<file path="config.mk">
export PLATFORM = sky130hd
export DESIGN_NAME = fifo_burst_ctrl
export DESIGN_NICKNAME = d
export VERILOG_FILES = /design/src/rtl/fifo_ctrl_pkg.sv /design/src/rtl/fifo_burst_ctrl_burst_counter.sv /design/src/rtl/fifo_burst_ctrl.sv
export SDC_FILE = /design/constraint.sdc
export NUM_CORES = 1
export LEC_CHECK = 0
export CORE_ASPECT_RATIO = 0.6
export CORE_MARGIN = 2
export CORE_UTILIZATION = 49
export CTS_CLUSTER_SIZE = 14
export DETAILED_ROUTE_END_ITERATION = 10
export HOLD_SLACK_MARGIN = 0.1
export PLACE_DENSITY_LB_ADDON = 0.05
export SLEW_MARGIN = 20
export SYNTH_ARGS = -nofsm -noshare
export SYNTH_HDL_FRONTEND = slang
export SYNTH_SLANG_ARGS = --single-unit
</file>
<file path="constraint.sdc">
create_clock -name clock -period 1.92 [get_ports clock]
set_input_delay 0.576 -clock clock [delete_from_list [all_inputs] [get_ports clock]]
set_output_delay 0.576 -clock clock [all_outputs]
set_load 0.05 [all_outputs]
</file>
<file path="src/rtl/fifo_ctrl_pkg.sv">
// Shared types and default constants for the FIFO burst controller.
package fifo_ctrl_pkg;

   typedef enum logic [1:0] {
      ST_IDLE  = 2'd0,
      ST_WRITE = 2'd1,
      ST_HOLD  = 2'd2,
      ST_DONE  = 2'd3
   } burst_state_t;

   localparam int DEF_CNT_W     = 13;
   localparam int DEF_LEN_SMALL = 1056;
   localparam int DEF_LEN_LARGE = 6144;

   // A single channel still needs a 1-bit select port.
   function automatic int sel_width(input int n);
      return (n > 1) ? $clog2(n) : 1;
   endfunction

endpackage

</file>
<file path="src/rtl/fifo_burst_ctrl_burst_counter.sv">
// Write-index counter with synchronous clear, beat enable and terminal compare.
module burst_counter
   import fifo_ctrl_pkg::*;
#(
   parameter int CNT_W = DEF_CNT_W
) (
   input  logic             clock,
   input  logic             reset,
   input  logic             load,
   input  logic             enable,
   input  logic [CNT_W-1:0] last,
   output logic [CNT_W-1:0] count,
   output logic             at_last
);

   always_ff @(posedge clock or posedge reset) begin
      if (reset)
         count <= '0;
      else if (load)
         count <= '0;
      else if (enable)
         count <= count + 1'b1;
   end

   // last is len-1, so the compare never depends on the counter wrapping.
   assign at_last = (count == last);

endmodule

</file>
<file path="src/rtl/fifo_burst_ctrl.sv">
// Burst write controller driving one of NUM_CH FIFOs with len consecutive beats.
// Optional sticky protocol-error flag built only with FIFO_BURST_CTRL_ERR_EN.
module fifo_burst_ctrl
   import fifo_ctrl_pkg::*;
#(
   parameter int NUM_CH    = 2,
   parameter int CNT_W     = DEF_CNT_W,
   parameter int LEN_SMALL = DEF_LEN_SMALL,
   parameter int LEN_LARGE = DEF_LEN_LARGE
) (
   input  logic                           clock,
   input  logic                           reset,
   input  logic                           start,
   input  logic                           mode,
   input  logic [sel_width(NUM_CH)-1:0]   ch_sel,
   input  logic                           stall,
   input  logic                           abort,
   output logic [NUM_CH-1:0]              we,
   output logic [CNT_W-1:0]               addr,
   output logic                           busy,
   output logic                           done,
   output logic                           err
);

   localparam int CH_W = sel_width(NUM_CH);
   localparam logic [CNT_W-1:0] LAST_SMALL = CNT_W'(LEN_SMALL - 1);
   localparam logic [CNT_W-1:0] LAST_LARGE = CNT_W'(LEN_LARGE - 1);

   burst_state_t      state;
   logic              mode_q;
   logic [CH_W-1:0]   ch_q;
   logic              busy_q;
   logic              done_q;
   logic              active;
   logic              beat;
   logic              at_last;
   logic              cnt_load;
   logic [CNT_W-1:0]  last;
   logic [CNT_W-1:0]  count;

   assign active   = (state == ST_WRITE) || (state == ST_HOLD);
   assign beat     = active && !stall && !abort;
   assign last     = mode_q ? LAST_LARGE : LAST_SMALL;
   // Counter sits at zero outside a burst and is cleared by the final beat.
   assign cnt_load = (state == ST_IDLE) || abort || (beat && at_last);

   burst_counter #(
      .CNT_W (CNT_W)
   ) u_counter (
      .clock   (clock),
      .reset   (reset),
      .load    (cnt_load),
      .enable  (beat),
      .last    (last),
      .count   (count),
      .at_last (at_last)
   );

   always_ff @(posedge clock or posedge reset) begin
      if (reset) begin
         state  <= ST_IDLE;
         mode_q <= 1'b0;
         ch_q   <= '0;
         busy_q <= 1'b0;
         done_q <= 1'b0;
      end else if (abort) begin
         state  <= ST_IDLE;
         busy_q <= 1'b0;
         done_q <= 1'b0;
      end else begin
         case (state)
            ST_IDLE: begin
               if (start) begin
                  mode_q <= mode;
                  ch_q   <= (int'(ch_sel) < NUM_CH) ? ch_sel : '0;
                  state  <= ST_WRITE;
                  busy_q <= 1'b1;
               end
            end
            ST_WRITE, ST_HOLD: begin
               if (stall) begin
                  state <= ST_HOLD;
               end else if (at_last) begin
                  state  <= ST_DONE;
                  busy_q <= 1'b0;
                  done_q <= 1'b1;
               end else begin
                  state <= ST_WRITE;
               end
            end
            ST_DONE: begin
               state  <= ST_IDLE;
               done_q <= 1'b0;
            end
            default: begin
               state  <= ST_IDLE;
               busy_q <= 1'b0;
               done_q <= 1'b0;
            end
         endcase
      end
   end

   always_comb begin
      we = '0;
      if (beat)
         we[ch_q] = 1'b1;
   end

   assign addr = count;
   assign busy = busy_q;
   // An abort landing on the DONE cycle cancels the pulse.
   assign done = done_q && !abort;

`ifdef FIFO_BURST_CTRL_ERR_EN
   logic err_q;

   always_ff @(posedge clock or posedge reset) begin
      if (reset)
         err_q <= 1'b0;
      else if (start && (state != ST_IDLE))
         err_q <= 1'b1;
   end

   assign err = err_q;
`else
   assign err = 1'b0;
`endif

endmodule

</file>
## Word-level counts from Yosys, hierarchy flattened

Cells that the tools add are included.

| word-level totals | value |
|---|---|
| bits in registers | 19 |
| input bits | 7 |
| word-level logic and storage cells | 55 |
| output and inout port bits | 18 |

| operators by class | value |
|---|---|
| order comparisons | 2 |
| equal/unequal tests | 7 |
| add/subtract/negate cells | 1 |
| bitwise gates (word level) | 1 |
| reductions and logical operators | 18 |
| mux-type cells | 20 |

Operators with widths:

| cell | number |
|---|---|
| $mux W13 | 3 |
| $add A13 B1 Y13 const B | 1 |
| $eq A13 B13 Y1 | 1 |
| $mux W2 | 5 |
| $ne A3 B3 Y1 const B | 3 |
| $mux W1 | 8 |
| $pmux W2 S3 | 1 |
| $reduce_and A3 Y1 | 2 |
| $reduce_bool A3 Y1 | 2 |
| $logic_and A1 B1 Y1 | 5 |
| $eq A2 B2 Y1 const B | 2 |
| $pmux W1 S2 | 2 |
| $reduce_and A4 Y1 | 1 |
| $logic_or A1 B1 Y1 | 3 |
| $eq A2 B1 Y1 const B | 1 |
| $logic_not A1 Y1 | 2 |
| $logic_not A2 Y1 | 1 |
| $lt A1 B2 Y1 const B | 1 |
| $reduce_bool A2 Y1 | 1 |
| $reduce_or A2 Y1 | 1 |
| $demux W1 S1 | 1 |
| $ge A1 B1 Y1 const B | 1 |
| $not A1 Y1 | 1 |

## Longest topological paths before layout

Gate-level depths: netlist (run 1).

| depth | value |
|---|---|
| word-level depth | 7 |
| mapped depth | 8 |
| gate-level depth less buffers | 6 |

## Hierarchy

A second synthesis (run 1) with hierarchy kept.

| second synthesis, totals | value |
|---|---|
| cell total of the unflattened synthesis | 121 |
| area, all modules | 1,181.1 um^2 |

Modules (own cells, without submodules):

| module | instances | cells each | seq. area each (um^2) | area each (um^2) |
|---|---|---|---|---|
| burst_counter | 1 | 81 | 325.3 | 797.0 |
| fifo_burst_ctrl | 1 | 40 | 150.1 | 384.1 |

## Worst setup path after synthesis (run 1)

Ideal clock, no wire load.

| timing path | value |
|---|---|
| path type | register to output |
| start point | reg state[1] |
| end point | out we[1] |
| setup slack | -0.897 ns |
| cell stages (with the launch flop) | 6 |
| data required time | 1.344 ns |
| buffers on the path | 1 |
| arrival time | 2.241 ns |
| cell sequence | dfrtp_1 > inv_1 > ha_1 > nand2b_1 > clkbuf_1 > nor3b_1 |

| between the ends | value |
|---|---|
| longest elaborated chain between the ends | 5 |
| elaborated cells on any way between the ends | 6 |
| classes of those cells | eq/ne (2); mux (1); reduce/logical (3) |

Ends and longest elaborated chain:

| element | line | text |
|---|---|---|
| from (decl) | fifo_burst_ctrl.sv:29 | `burst_state_t state;` |
| from (signal assigned) | fifo_burst_ctrl.sv:61 | `state <= ST_IDLE;` |
| from (signal assigned) | fifo_burst_ctrl.sv:67 | `state <= ST_IDLE;` |
| from (signal assigned) | fifo_burst_ctrl.sv:76 | `state <= ST_WRITE;` |
| $eq A2 B1 Y1 / $eq A2 B2 Y1 (equally long branches) | fifo_burst_ctrl.sv:41 | `assign active = (state == ST_WRITE) \|\| (state == ST_HOLD);` |
| $logic_or A1 B1 Y1 * | fifo_burst_ctrl.sv:41 |  |
| $logic_and A1 B1 Y1 * (2 in a row) | fifo_burst_ctrl.sv:42 | `assign beat = active && !stall && !abort;` |
| $mux W2 * | fifo_burst_ctrl.sv:106 | `if (beat)` |
| to (decl) | fifo_burst_ctrl.sv:18 | `output logic [NUM_CH-1:0] we,` |

Mark *: on every way between the ends. The rest lies on a longest branch, timed or not.

## Final worst setup path (run 1)

Ends and elaborated chain as after synthesis.

==> results_dict.tcl, run 1 <==
set metrics [dict create \
    status "finished with violations" \
    violations "negative setup slack" \
    first_global_vias 1053 \
    drtPass1Iterations 4 \
    required_ns 1.34 \
    htreeDepth 1 \
    synth_nets 127 \
    slew_viol_final 0 \
    detail-route-antenna-nets 0 \
    gp_congestion 0.877 \
    ys_seq_area_share_pct 42.8 \
    maxCapViolCount 0 \
    clock_sinks 19 \
    row_count 13 \
    wl_met2_mm 1.50 \
    p_total_w 0.00137 \
    area_growth_pct 58.9 \
    drt-total-wl_mm 3.22 \
    drt-met1-wl_mm 1.41 \
    critPathLaunchType "flop" \
    hpwl_mm 2.15 \
    drc 0 \
    diodes 0 \
    relSlewSlack_pct 64.1 \
    setup_viol 2 \
    worstSkewPairLatency_ns 0.26 \
    arrival_ns 1.46 \
    viasPerCell 5.76 \
    start_util_pct 51.7 \
    clkTransAtPathRegs_ns 0.08 \
    grt_pass1_wl_mm 4.88 \
    ys_ff_latch 19 \
    layout.cells.most_common_list "buf_4 (35), dfrtp_1 (16), buf_12 (10)" \
    antenna_found_initial 0 \
    p_leak_nw 0.729 \
    vias 1134 \
    max_freq_ghz 0.491 \
    tritoncts.num_buffers 3 \
    ir_worst_vdd_uv 908 \
    rsz0062_at_grt "yes" \
    ios 25 \
    grt_max_degree 20 \
    layout.nets 178 \
    syn_area_per_cell_um2 9.49 \
    final_util_pct 82.1 \
    cts_max_path_buffers 2 \
    fin_crit_sh_pct 106 \
    wl_per_cell_um 16.3 \
    layout_min_cycle_time_ns 2.04 \
    fin_skew_ns 0.00700 \
    yosysWarnings 0 \
    final_common_cell "buf_4" \
    power_density_nw_per_um2 779 \
    yosysUniqueCellTypes 39 \
    endpoint_kind "output pin" \
    path_max_fanout 4 \
    setup_slack_ns -0.115 \
    worst_pin_slew_ns 0.537 \
    cts_tree "yes" \
    routed.top_layer "met4" \
    wl_met3_um 249 \
    portBuffers 23 \
    cts_root_buf "clkbuf_8" \
    die_y_um 40.9 \
    netlist_instances 117 \
    grt_usage_pct 25.8 \
    drtIter0Drc 56 \
    grt_overflow 0 \
    critPathKind "flop to output pin" \
    syn-cell-area_um2 1110 \
    drive_gt1_share_pct 43.1 \
    die_area_um2 2670 \
    core_area_um2 2150 \
    die_w_um 65.4 \
    hold_path_class "flop to flop" \
    hold_ws_ns 0.566 \
    hold_viol_final 0 \
]
-- routing by layer --
layer  vias up  GRT usage (%)
met5         -              0
met4         0           8.33
met3         9           7.42
met2        52           44.1
met1       548           32.6
li1        525              -
-- through the flow --
stage | instances | worst slack, ns | instance area, µm² | TNS [ns]
floorplan | 117 | -0.0822 | 1190 | -0.0822
global placement | 184 | -0.415 | 1630 | -2.83
detailed placement | 184 | -0.392 | 1630 | -3.38
CTS | 195 | -0.0933 | 1730 | -0.122
global route | 197 | -0.159 | 1760 | -0.334
finish | 197 | -0.115 | 1760 | -0.219
-- worst paths after layout --
kind | end | slack (ns) | cells after the start | start
max | we[1] | -0.12 | 5 | state[1]
min | u_counter.count[1] | 0.57 | 1 | u_counter.count[1]
max reg2reg | u_counter.count[10] | 0.03 | 8 | state[1]
min reg2reg | u_counter.count[1] | 0.57 | 1 | u_counter.count[1]
max in group asynchronous | u_counter.count[0] | 1.06 | 3 | reset
min in group asynchronous | state[0] | 0.64 | 3 | reset
-- synthesized netlist by cell type --
cell type	count	area, µm²
nor4_1	3	18.8
and2_1	1	6.26
nand4_1	2	12.5
and3_1	1	6.26
and4_1	2	17.5
or3_1	3	18.8
a211oi_1	3	22.5
a21oi_1	6	30.0
nand2_1	4	15.0
or2_1	1	6.26
o21ai_0	4	20.0
nor2_1	9	33.8
o22ai_1	1	6.26
a31oi_1	1	6.26
dfrtp_1	19	475
a22o_2	1	10.0
xnor2_1	8	70.1
a32o_1	1	10.0
or2_2	1	6.26
ha_1	3	37.5
buf_2	1	5.00
o32a_1	1	10.0
nor3_1	4	20.0
or4_4	1	11.3
inv_1	11	41.3
o31ai_1	2	15.0
buf_4	3	22.5
or4_1	1	7.51
a2111oi_0	4	35.0
nand2b_1	1	6.26
clkbuf_1	1	3.75
mux2_2	2	22.5
nand3_1	5	25.0
o31ai_4	1	21.3
a21o_1	1	7.51
conb_1	1	3.75
a32oi_1	1	8.76
nor3b_1	1	7.51
nand2_2	1	6.26
-- flip-flops by register name, indices dropped and copies added, names as in the netlist --
signal / count
mode_q: 1
busy: 1
u_counter.count: 13
done_q: 1
state: 2
ch_q: 1
-- report_power, final --
group	internal, W	total (W)	switching, W	leakage [nW]
Combinational	0.000288	0.000609	0.000321	0.450
Clock	0.000144	0.000282	0.000138	0.0255
Sequential	0.000441	0.000482	0.0000413	0.253
Total	0.000873	0.00137	0.000500	0.729
-- cell type report --
| class | count | area, µm² |
|---|---|---|
| multi-input combinational | 82 | 638 |
| timing repair buffer | 51 | 520 |
| sequential | 19 | 479 |
| fill | 138 | 384 |
| clock buffer | 3 | 41.3 |
| inverter | 11 | 41.3 |
| tap | 30 | 37.5 |
| clock inverter | 1 | 5.00 |
-- kinds of logic after synthesis --
kind of cell,count (synthesis),synth area share [%]
other,1,0.338
xor gates and xnor gates,8,6.31
and+or+nand+nor,41,20.3
muxes,2,2.03
DFF,19,42.8
buffers and inverters,16,6.54
AOI/OAI and AO/OA,27,18.3
adders and majority gates,3,3.38
-- worst max-delay path, stage by stage, from the launching register on --
cell and delay (ns):
dfrtp_1 0.37, inv_2 0.06, ha_4 0.28, nand2b_4 0.09, nor3b_4 0.23, buf_12 0.17
-- repair_timing --
action                                  4_1_cts  5_1_grt
cloned                                        0        0
endpoints found under the setup margin        5        8
setup buffers                                 7        2
pin swaps                                     2        2
hold buffers                                  0        0
gates resized for setup                       6        6
(Power assumes the default switching activity.)
==> run 2, diff against run 1 <==
Settings changed: ABC_AREA set to 1, CORE_UTILIZATION 49 to 50.
Clock period 1.92 ns to 2.2 ns, I/O delays scaled along.
==> run 2 against run 1 <==
The run now ends clean. Via count is 2.2% higher. Combinational power down 57%. Global-route usage decreased by 2.4 points. Die area increased by 6.3%. First-iteration DRC count up 43%. Power decreased by 35%. Routed wire length shrank 13%. Register-to-register slack gained 0.51 ns. Critical path type unchanged. Critical endpoint unchanged.
==> results_dict.tcl, run 2 <==
set metrics [dict create \
    rsz0062_at_grt "no" \
    fin_area_um2 1590 \
    synthTopCellsByArea "dfrtp_1 (39%), nand2_1 (14%), nor2_1 (8.4%), inv_1 (8.1%), nand3_1 (4.6%)" \
    antenna_found_initial 0 \
    die_area_um2 2840 \
    setup_slack_ns 0.0704 \
    critPathMaxStageDelay_ns 0.36 \
    clkTransAtPathRegs_ns 0.07 \
    vias 1159 \
    ys_seq_area_share_pct 39.3 \
    ys_ff_latch 19 \
    endpoint_kind "output pin" \
    pwr-share-clk_pct 27.1 \
    syn-cell-area_um2 1210 \
    final_util_pct 71.5 \
    drtPass1Iterations 4 \
    hpwl_mm 2.10 \
    detail-route-antenna-nets 0 \
    first_global_vias 1062 \
    arrival_ns 1.47 \
    wl_per_cell_um 12.0 \
    start_util_pct 54.3 \
    fin_skew_ns 0.00619 \
    gp_congestion 0.930 \
    drc 0 \
    power_density_nw_per_um2 561 \
    maxCapViolCount 0 \
    top_regs "u_counter.count x13, state x2" \
    htreeDepth 1 \
    slew_viol_final 0 \
    p_int_w 0.000600 \
    comb_power_share_pct 29.2 \
    yosysTopAreaCellShare_pct 39.3 \
    die_w_um 67.5 \
    grt_pass1_wl_mm 4.94 \
    layout.cells.most_common_list "nand2_1 (44), nor2_1 (25), inv_1 (22)" \
    fin_crit_sh_pct 96.8 \
    required_ns 1.54 \
    core_area_um2 2230 \
    synth_top_area_cell "dfrtp_1" \
    cts_hold_buf 0 \
    netlist_instances 171 \
    drive_gt1_share_pct 22.2 \
    cts_tree "yes" \
    fin_cells 233 \
    synth_edf_count 0 \
    drtIter0Drc 80 \
    cpMaxStageDelayCell "dfrtp_1" \
    grt_overflow 0 \
    diodes 0 \
    p_leak_nw 0.796 \
    area_growth_pct 31.6 \
    ir_worst_vdd_uv 430 \
    cts_root_buf "clkbuf_8" \
    netlist_top_cells_count "nand2_1 (45), nor2_1 (27), inv_1 (26), dfrtp_1 (19), nand3_1 (11)" \
    worstSkewPairLatency_ns 0.26 \
    critPathLaunchType "flop" \
    power_switching_w 0.000293 \
    yosysUniqueCellTypes 24 \
    dpl.cell_count 228 \
    regMostFlops "u_counter.count" \
    swShare_pct 32.8 \
    r2r-start "state[1]" \
    hp-start "busy" \
    cts_max_path_buffers 2 \
    crit_chain "inv_1, ha_4, nand2_2, inv_2, nand2_4, nor2_4, buf_12" \
    row_count 13 \
    hold_path_class "flop to flop" \
    largest_register_ffs 13 \
    die_y_um 42.1 \
    layout_min_cycle_time_ns 2.13 \
    post-synth-top-count-cell "nand2_1" \
    yosysWarnings 0 \
    placed_cell_area_um2 1510 \
    dp_slack_ns -0.205 \
    portBuffers 23 \
    status "finished, final reports clean" \
    synth_nets 181 \
    synthArstFlopShare_pct 100 \
    synth_ff_type "dfrtp_1" \
    syn_area_per_cell_um2 7.08 \
    tritoncts.num_buffers 3 \
    grt_usage_pct 23.4 \
    p_seq_share_pct 43.7 \
    cp-startpoint "state[1]" \
    grt_max_degree 20 \
    final_common_cell "nand2_1" \
    setup_viol 0 \
    critPathKind "flop to output pin" \
    path_max_fanout 5 \
    layout.nets 214 \
    clock_sinks 19 \
    max_freq_ghz 0.470 \
    ios 25 \
    drt-total-wl_mm 2.79 \
    viasPerCell 4.97 \
    hold_viol_final 0 \
]
run 2: cell count changes after synthesis, moves of 3 or more:
cell       previous run  this run
nor3_1                4         1
a2111oi_0             4         0
xnor2_1               8         2
inv_1                11        26
nand2_1               4        45
or3_1                 3         0
nor4_1                3         0
nand2_2               1         4
nand3_1               5        11
nor2_1                9        27
xor2_1                0         3
nand4_1               2         7
a211oi_1              3         0
nor2_4                0         3
run 2: timing repair:
action,4_1_cts,5_1_grt
pin swaps,2,2
cloned,0,0
resized for setup,11,3
endpoints found under the setup margin,2,2
buffers inserted,0,1
run 2: worst paths after layout:
kind | end | slack [ns] | cells after the start
max | we[1] | 0.07 | 7
min | busy | 0.49 | 2
max reg2reg | u_counter.count[12] | 0.54 | 11
min reg2reg | busy | 0.49 | 2
max in group asynchronous | u_counter.count[3] | 1.26 | 3
min in group asynchronous | state[0] | 0.72 | 3
run 2: cell families (layout without fill, tap and decap cells):
group / Yosys count / in the layout / synth area share [%]
compound gates: 13 / 13 / 6.00
other cells: 1 / 1 / 0.310
fa+ha+maj: 3 / 3 / 3.10
simple gates: 102 / 102 / 38.6
buf+inv: 28 / 60 / 9.10
flops: 19 / 19 / 39.3
xor+xnor: 5 / 5 / 3.62
run 2: worst max-delay path, delay by kind of cell (launching register included):
kind | cells | cell delay (ns)
flops | 1 | 0.36
fa+ha+maj | 1 | 0.30
buf+inv | 3 | 0.29
simple gates | 3 | 0.26
run 2: area by class of cell:
cell class	count	area, µm²
multi-input combinational	124	659
fill	192	636
tap	30	37.5
inverter	26	97.6
timing repair buffer	30	278
clock buffer	4	45.0
sequential	19	475
run 2: per-stage QoR:
stage               hold slack, ns  TNS [ns]  power, W
finish                       0.494         0  0.000893
global route                 0.522         0  0.000948
CTS                          0.502         0  0.000891
detailed placement           0.486    -0.408  0.000630
global placement             0.456    -0.304  0.000621
floorplan                    0.496    -0.223  0.000543
run 2: metal layers:
layer / GRT usage (%) / wire length, µm / vias to the layer above
met5: 0 / 0 / -
met1: 35.1 / 1490 / 523
li1: - / - / 603
met2: 31.8 / 1110 / 28
met4: 7.35 / 29 / 0
met3: 6.72 / 165 / 5
run 2: power by group through the flow:
stage | clock (W) | sequential [W] | combinational, W
finish | 0.000242 | 0.000391 | 0.000261
global route | 0.000266 | 0.000393 | 0.000289
CTS | 0.000249 | 0.000390 | 0.000252
detailed placement | 0 | 0.000395 | 0.000235
global placement | 0 | 0.000392 | 0.000229
floorplan | 0 | 0.000413 | 0.000130
